$ cat config.mk
export PLATFORM = sky130hd
export DESIGN_NAME = fir_serial_mac_flat
export DESIGN_NICKNAME = d
export VERILOG_FILES = /design/src/rtl/fir_serial_mac_pkg.sv /design/src/rtl/fir_serial_mac_if.sv /design/src/rtl/fir_round_sat.sv /design/src/rtl/fir_serial_mac.sv /design/src/flat_wrapper.sv
export SDC_FILE = /design/constraint.sdc
export NUM_CORES = 2
export LEC_CHECK = 0
export ABC_CLOCK_PERIOD_IN_PS = 13900
export CAP_MARGIN = 15
export CORE_AREA = 2 2 314 239
export DETAILED_ROUTE_END_ITERATION = 8
export DIE_AREA = 0 0 316 241
export PLACE_DENSITY = 0.75
export SYNTH_ARGS = -nofsm -noshare
export SYNTH_HDL_FRONTEND = slang
export SYNTH_SLANG_ARGS = --single-unit
$ cat constraint.sdc
create_clock -name i_clk -period 13.9 [get_ports i_clk]
set_input_delay 2.78 -clock i_clk [delete_from_list [all_inputs] [get_ports i_clk]]
set_output_delay 2.78 -clock i_clk [all_outputs]
set_load 0.05 [all_outputs]
$ cat src/rtl/fir_serial_mac_pkg.sv
// Shared constants for the sample-path FIR blocks: state encoding, default widths,
// and a clog2 helper for tools that do not fold $clog2 in every parameter context.
package fir_pkg;

  localparam int DATA_W_DEF = 18;
  localparam int COEF_W_DEF = 16;
  localparam int FRAC_W_DEF = 15;

  localparam logic [1:0] ST_IDLE = 2'd0;
  localparam logic [1:0] ST_MAC  = 2'd1;
  localparam logic [1:0] ST_OUT  = 2'd2;

  function automatic int clog2(input int n);
    int r;
    r = 0;
    while ((1 << r) < n) r++;
    return r;
  endfunction

endpackage

$ cat src/rtl/fir_serial_mac_if.sv
// Sample handshake, coefficient write port and filtered-output strobe of the serial FIR.
interface fir_serial_mac_if
  import fir_pkg::*;
#(
  parameter int DATA_W = DATA_W_DEF,
  parameter int COEF_W = COEF_W_DEF,
  parameter int TAPS   = 11
) ();

  localparam int ADDR_W = clog2(TAPS);

  logic                     i_valid;
  logic                     o_ready;
  logic signed [DATA_W-1:0] i_data;
  logic                     i_coef_we;
  logic [ADDR_W-1:0]        i_coef_addr;
  logic signed [COEF_W-1:0] i_coef_data;
  logic                     o_valid;
  logic signed [DATA_W-1:0] o_data;
  logic                     o_sat;

  modport master (
    output i_valid, i_data, i_coef_we, i_coef_addr, i_coef_data,
    input  o_ready, o_valid, o_data, o_sat
  );

  modport slave (
    input  i_valid, i_data, i_coef_we, i_coef_addr, i_coef_data,
    output o_ready, o_valid, o_data, o_sat
  );

endinterface

$ cat src/rtl/fir_round_sat.sv
// Accumulator to sample conversion: drop FRAC_W bits with round-half-to-even,
// then clip to the signed DATA_W range and flag the clip.
module fir_round_sat #(
  parameter int ACC_W  = 38,
  parameter int FRAC_W = 15,
  parameter int DATA_W = 18
) (
  input  logic signed [ACC_W-1:0]  i_acc,
  output logic signed [DATA_W-1:0] o_data,
  output logic                     o_sat
);

  // One spare bit so the round-up increment can never wrap.
  localparam int Q_W = ACC_W - FRAC_W + 1;
  localparam logic signed [Q_W-1:0] MAX_Q = Q_W'((64'sd1 <<< (DATA_W - 1)) - 64'sd1);
  localparam logic signed [Q_W-1:0] MIN_Q = Q_W'(-(64'sd1 <<< (DATA_W - 1)));

  logic signed [Q_W-1:0] q;
  logic signed [Q_W-1:0] r;
  logic                  g;
  logic                  s;
  logic                  inc;

  assign q   = Q_W'(i_acc >>> FRAC_W);
  assign g   = i_acc[FRAC_W-1];
  assign s   = |i_acc[FRAC_W-2:0];
  assign inc = g && (s || q[0]);
  assign r   = q + {{(Q_W-1){1'b0}}, inc};

  always_comb begin
    o_data = r[DATA_W-1:0];
    o_sat  = 1'b0;
    if (r > MAX_Q) begin
      o_data = MAX_Q[DATA_W-1:0];
      o_sat  = 1'b1;
    end else if (r < MIN_Q) begin
      o_data = MIN_Q[DATA_W-1:0];
      o_sat  = 1'b1;
    end
  end

endmodule

$ cat src/rtl/fir_serial_mac.sv
// Time-multiplexed FIR: one shared multiplier walks the taps once per accepted sample.
//   state   | meaning
//   IDLE    | o_ready high, waiting for a sample; coefficient writes accepted
//   MAC     | one delay*coef product accumulated per cycle, tap 0 .. TAPS-1
//   OUT     | rounded/saturated result registered, o_valid strobed
module fir_serial_mac
  import fir_pkg::*;
#(
  parameter int DATA_W = DATA_W_DEF,
  parameter int COEF_W = COEF_W_DEF,
  parameter int TAPS   = 11,
  parameter int FRAC_W = FRAC_W_DEF
) (
  input  logic             i_clk,
  input  logic             i_rst,
  fir_serial_mac_if.slave  bus
);

  localparam int ADDR_W = clog2(TAPS);
  localparam int PROD_W = DATA_W + COEF_W;
  localparam int ACC_W  = DATA_W + COEF_W + clog2(TAPS);
  localparam logic [ADDR_W-1:0] LAST_TAP = ADDR_W'(TAPS - 1);
  localparam logic [ADDR_W:0]   TAPS_L   = (ADDR_W + 1)'(TAPS);

  logic [1:0]               state;
  logic signed [DATA_W-1:0] delay [TAPS];
  logic signed [COEF_W-1:0] coef  [TAPS];
  logic [ADDR_W-1:0]        cnt;
  logic signed [ACC_W-1:0]  acc;
  logic signed [PROD_W-1:0] prod;
  logic signed [DATA_W-1:0] rs_data;
  logic                     rs_sat;
  logic                     accept;
  logic                     coef_wr;

  assign bus.o_ready = (state == ST_IDLE);
  assign accept      = bus.i_valid && bus.o_ready;
  assign coef_wr     = bus.i_coef_we && (state == ST_IDLE) && ({1'b0, bus.i_coef_addr} < TAPS_L);
  assign prod        = delay[cnt] * coef[cnt];

  fir_round_sat #(
    .ACC_W  (ACC_W),
    .FRAC_W (FRAC_W),
    .DATA_W (DATA_W)
  ) u_round_sat (
    .i_acc  (acc),
    .o_data (rs_data),
    .o_sat  (rs_sat)
  );

  always_ff @(posedge i_clk) begin
    if (i_rst) begin
      state       <= ST_IDLE;
      cnt         <= '0;
      acc         <= '0;
      bus.o_valid <= 1'b0;
      bus.o_data  <= '0;
      bus.o_sat   <= 1'b0;
      for (int k = 0; k < TAPS; k++) begin
        delay[k] <= '0;
        coef[k]  <= '0;
      end
    end else begin
      bus.o_valid <= 1'b0;
      // A write in the accepting cycle lands before the first MAC read.
      if (coef_wr) coef[bus.i_coef_addr] <= bus.i_coef_data;
      case (state)
        ST_IDLE: begin
          if (accept) begin
            delay[0] <= bus.i_data;
            for (int k = 1; k < TAPS; k++) delay[k] <= delay[k-1];
            acc   <= '0;
            cnt   <= '0;
            state <= ST_MAC;
          end
        end
        ST_MAC: begin
          acc <= acc + ACC_W'(prod);
          if (cnt == LAST_TAP) state <= ST_OUT;
          else                 cnt   <= cnt + ADDR_W'(1);
        end
        ST_OUT: begin
          bus.o_data  <= rs_data;
          bus.o_sat   <= rs_sat;
          bus.o_valid <= 1'b1;
          state       <= ST_IDLE;
        end
        default: state <= ST_IDLE;
      endcase
    end
  end

endmodule

$ cat src/flat_wrapper.sv
// flat-port wrapper written by rule: the top's interface ports become plain ports
module fir_serial_mac_flat import fir_pkg::*;
#(
  parameter int DATA_W = DATA_W_DEF,
  parameter int COEF_W = COEF_W_DEF,
  parameter int TAPS   = 11,
  parameter int FRAC_W = FRAC_W_DEF
)
  (i_clk, i_rst, bus_i_valid, bus_i_data, bus_i_coef_we, bus_i_coef_addr, bus_i_coef_data, bus_o_ready, bus_o_valid, bus_o_data, bus_o_sat);
  fir_serial_mac_if #(.DATA_W(DATA_W), .COEF_W(COEF_W), .TAPS(TAPS)) bus_i ();
  input  logic i_clk;
  input  logic i_rst;
  input wire logic [$bits(bus_i.i_valid)-1:0] bus_i_valid;
  input wire logic [$bits(bus_i.i_data)-1:0] bus_i_data;
  input wire logic [$bits(bus_i.i_coef_we)-1:0] bus_i_coef_we;
  input wire logic [$bits(bus_i.i_coef_addr)-1:0] bus_i_coef_addr;
  input wire logic [$bits(bus_i.i_coef_data)-1:0] bus_i_coef_data;
  output wire logic [$bits(bus_i.o_ready)-1:0] bus_o_ready;
  output wire logic [$bits(bus_i.o_valid)-1:0] bus_o_valid;
  output wire logic [$bits(bus_i.o_data)-1:0] bus_o_data;
  output wire logic [$bits(bus_i.o_sat)-1:0] bus_o_sat;
  assign bus_i.i_valid = bus_i_valid;
  assign bus_i.i_data = bus_i_data;
  assign bus_i.i_coef_we = bus_i_coef_we;
  assign bus_i.i_coef_addr = bus_i_coef_addr;
  assign bus_i.i_coef_data = bus_i_coef_data;
  assign bus_o_ready = bus_i.o_ready;
  assign bus_o_valid = bus_i.o_valid;
  assign bus_o_data = bus_i.o_data;
  assign bus_o_sat = bus_i.o_sat;
  fir_serial_mac #(.DATA_W(DATA_W), .COEF_W(COEF_W), .TAPS(TAPS), .FRAC_W(FRAC_W)) u_core (.i_clk(i_clk), .i_rst(i_rst), .bus(bus_i));
endmodule
==> results.md <==
Clock tree:
- The maximum clock insertion buffer count is 3.
- The total of cells resized after clock tree synthesis is 0.
- Buffers inserted during clock tree synthesis total 53.
- The TritonCTS clock tree is done.
- The deepest level of the CTS H-tree is 2.
- The later pin in the worst-skew pair is clocked with a latency of 0.66 ns.
- Clock-pin slew was measured on the worst setup and hold paths at 0.07 ns.
- The number of buffers inserted for hold repair after clock tree synthesis is 0.
- Counting every sink on the clock net gives 522.
- The cell at the root of the clock tree is clkbuf_16.
- After clock tree synthesis, the setup repair step added 0 buffers.

Timing:
- The worst slew margin relative to its limit is 25.9%.
- The minimum clock period after layout is 9.67 ns.
- After routing, the total negative slack on setup checks comes to 0 ns.
- Setup repair after global routing left no endpoint under its margin.
- Setup violations remaining at the end of the flow were counted as 0.
- The fraction of the cycle the final worst path needs is 69.6%.
- Final hold analysis gives a worst-case slack of 0.494 ns.
- The total count of max-transition violations in the final report is 0.
- The total count of hold-check failures in the final report came to 0.
- The worst setup slack after layout is 4.23 ns.
- The clock arrives with 0.0480 ns of skew.
- Static timing analysis puts the maximum clock frequency at 103 MHz.
- For the pin with the worst max-slew slack, the measured transition is 1.11 ns.

Worst setup path:
- The critical path data required time is 14.40 ns.
- Of all nets on the critical path, the largest fanout is 50.
- Traced cell by cell, the critical path runs through buf_4 > mux4_2 > mux2_2 > o21ai_1 > nor2_1 > fa_1 > inv_1 > fa_1 > inv_1 > fa_1 > fa_1 > fa_1 > inv_1 > fa_1 > inv_1 > ha_1 > a21oi_1 > o211ai_1 > a31oi_1 > o22ai_1 > o41ai_1 > o21ai_0 > xnor2_1 > o21ai_0.
- The gate family responsible for the most delay along the worst path is adder cells.
- STA classifies the critical path endpoint as a register.
- The cell at the slowest stage of the critical path is buf_4.
- For this run, the slowest stage of the critical path takes 0.91 ns.
- The kind of critical path is reg2reg.
- The worst setup path is launched from a register.
- The data arrival time at the worst-slack endpoint is 10.17 ns.
- The most frequent cell on the critical path is fa_1.
- The number of buffer and inverter stages on the critical path is 5.

Detailed routing:
- After detailed routing, the number of remaining DRC violations is 0.
- Summing over every cut layer, the via total after detailed routing is 21.7k.
- After detailed routing, the average wire length per cell comes to 19.4 um.
- Once detail routing completed, the nets flagged for antenna violations numbered 0.
- The first detailed-routing pass ran for 5 iterations.
- Using the TritonRoute via totals, the vias-per-cell ratio works out to 5.42.
- The starting DRC count in detailed routing is 2180.
- After detailed routing, the total wire length is 77600 um.

Cells and area:
- The core utilization of the finished layout is 52.9%.
- The final net count is 3489.
- The count of cells in the finished layout, fillers not included, comes to 4003.
- Relative to the synthesized area, the layout overhead comes to 10.8%.
- After routing the design area is 38600 sq um.
- The filler cells instantiated in the layout total 6075.
- In the final layout, the share of cells above drive strength 1 is 9.76%.

Placed design:
- After legalization and detailed placement, the total HPWL measured 53900 um.
- The routability-driven placement congestion ratio is 0.915.
- The number of placed instances, taps included, is 3899.
- In this run the cell area measured after placement is 36600 sq um.
- The count of input and output buffers is 62.
- OpenSTA, run right after detailed placement, puts the worst setup slack at 4.33 ns.

Synthesis:
- Summed over all instances, the cell type with the most area after synthesis is edfxtp_1.
- Of all flip-flops after synthesis, the portion carrying an async set or reset was 0%.
- The part of the Yosys area used for sequential elements is 42.6%.
- The post-synthesis instance area is 34800 sq um.
- The top cell type by area accounts for 37.8% of the synthesized area.
- The average cell area after synthesis is 12.0 sq um.
- The number of synthesis warnings is 0.
- The synthesized instance count is 2903.
- In this run, synthesis produced a sequential element count of 522.
- The number of enable flip-flop cells after synthesis is 438.
- The most used flip-flop cell after synthesis is edfxtp_1.
- Ranked by total cell area, the synthesized netlist is headed by edfxtp_1 (38%), fa_1 (20%), mux4_2 (7.3%).
- Synthesis instantiated 67 different standard cells from the library.

Flow run:
- The tool flagged a number of max-cap violations equal to 0.

Floorplan:
- Row generation in the floorplan step produced 86 rows.
- The core region is 72800 sq um.
- Pin placement for this block handled 63 I/O pins.
- The floorplan step defined a die boundary enclosing 76200 sq um.
- For this configuration, the core starts out at a cell density of 47.8%.
- The die extent in y is 241 um.
- The horizontal die dimension is 316 um.

Power and ir drop:
- The internal power of the cells totals 4.59 mW.
- The static leakage is 15.8 nW.
- The peak supply drop is 308 uV.
- The switching power total is 3.28 mW.
- Overall power consumption after layout is estimated at 7.87 mW.
- For this design the ratio of total power to cell area is 204 nW/um^2.
- Of the total power, the share spent switching nets is 41.7%.
- The logic gate share of total power is 56.2%.
- In this run, the clock network consumes 19.9% of the power.
- The power share of the sequential group is 23.9%.

Worst hold path:
- The worst hold path class is reg2reg.

GRT:
- The initial antenna violation count came to 1.
- The global routing usage summed across all routing layers is 21.3%.
- The first-pass GRT wire length is 126000 um.
- For this run the aggregate overflow at the end of global routing stands at 0.
- The via count of the first global-routing pass is 22.8k.
- The maximum number of pins on one net before global-route repair is 129.

Outcome:
- The flow ran to the end, and the final reports show no timing, DRC or antenna violations.
==> synth_stat cells, types with 8 or more instances <==
cell      count
xnor2_1      30
fa_1        344
a211oi_1     31
nand2_1     183
nand2b_1     33
nand3_1      27
nor2b_1      64
buf_2        17
mux2_2       37
inv_1       391
o21ai_1       8
nor3_1        9
dfxtp_1      84
mux4_2      112
nor2_1      355
ha_1        114
clkbuf_1    113
o21ai_0      31
nand4_1      11
xor2_1       21
a21oi_1      83
mux2i_1      34
and2_1      211
edfxtp_1    438
a22oi_1       8
buf_1        11
o211ai_1      8
==> sequential cells by signal, summed over array words and instances, names as in the netlist, named ones only <==
signal              flops
u_core.bus.o_valid      1
u_core.bus.o_data      18
u_core.state            2
u_core.coef           256
u_core.delay          198
u_core.cnt              4
u_core.bus.o_sat        1
u_core.acc             38
==> routing by layer <==
layer	wire length, um	track usage [%]	vias up
li1	-	-	9735
met1	33100	29.7	11000
met2	35800	33.5	811
met3	6780	4.78	118
met4	1920	6.48	0
met5	0	0	-
==> power by group through the flow <==
stage | Clock [mW] | Combinational (mW) | Sequential [mW]
CTS | 1.59 | 4.39 | 1.88
finish | 1.57 | 4.42 | 1.88
global route | 1.66 | 5.07 | 1.89
global placement | 0 | 4.25 | 1.91
detailed placement | 0 | 4.34 | 1.91
floorplan | 0 | 3.46 | 1.88
==> final cells by class <==
cell class	count	area [sq um]	share of cell area [%]
Multi-Input combinational cell	1923	18200	47.2
Sequential cell	522	14800	38.5
Inverter	391	1470	3.81
Clock buffer	64	1400	3.62
Tap cell	968	1210	3.14
Timing Repair Buffer	98	888	2.30
Clock inverter	36	528	1.37
Antenna cell	1	2.50	0.00649
==> tightest hold or removal path, delay by kind of cell (launching register included) <==
family | cells | cell delay [ns]
and+or+nand+nor | 1 | 0.07
DFF | 1 | 0.32
AOI/OAI and AO/OA | 1 | 0.05
==> worst paths after layout <==
check	startpoint	end	slack (ns)	depth (start not counted)
max	register	u_core.acc[37]	4.23	24
min reg2reg	u_core.acc[1]	u_core.acc[1]	0.49	2
max reg2reg	register	u_core.acc[37]	4.23	24
min	u_core.acc[1]	u_core.acc[1]	0.49	2
==> logic make-up after synthesis <==
kind of cell	synth area share (%)
flip-flops	42.6
AND/OR/NAND/NOR	13.0
adder cells (fa/ha/maj)	23.9
AO/OA/AOI/OAI	3.86
XOR/XNOR	1.28
multiplexers	9.43
buffers and inverters	5.91
other	0.0108
==> cells in the final DEF, fill, tap and decap left out, types with 53 or more instances in the layout <==
| cell type | count |
|---|---|
| edfxtp_1 | 438 |
| inv_1 | 391 |
| nor2_1 | 354 |
| fa_1 | 344 |
| and2_1 | 211 |
| nand2_1 | 183 |
| ha_1 | 114 |
| mux4_2 | 112 |
| a21oi_1 | 82 |
| dfxtp_1 | 80 |
| conb_1 | 80 |
| nor2b_1 | 63 |
| clkdlybuf4s50_1 | 61 |
| clkbuf_16 | 53 |
Power figures use the tool's default switching activity.
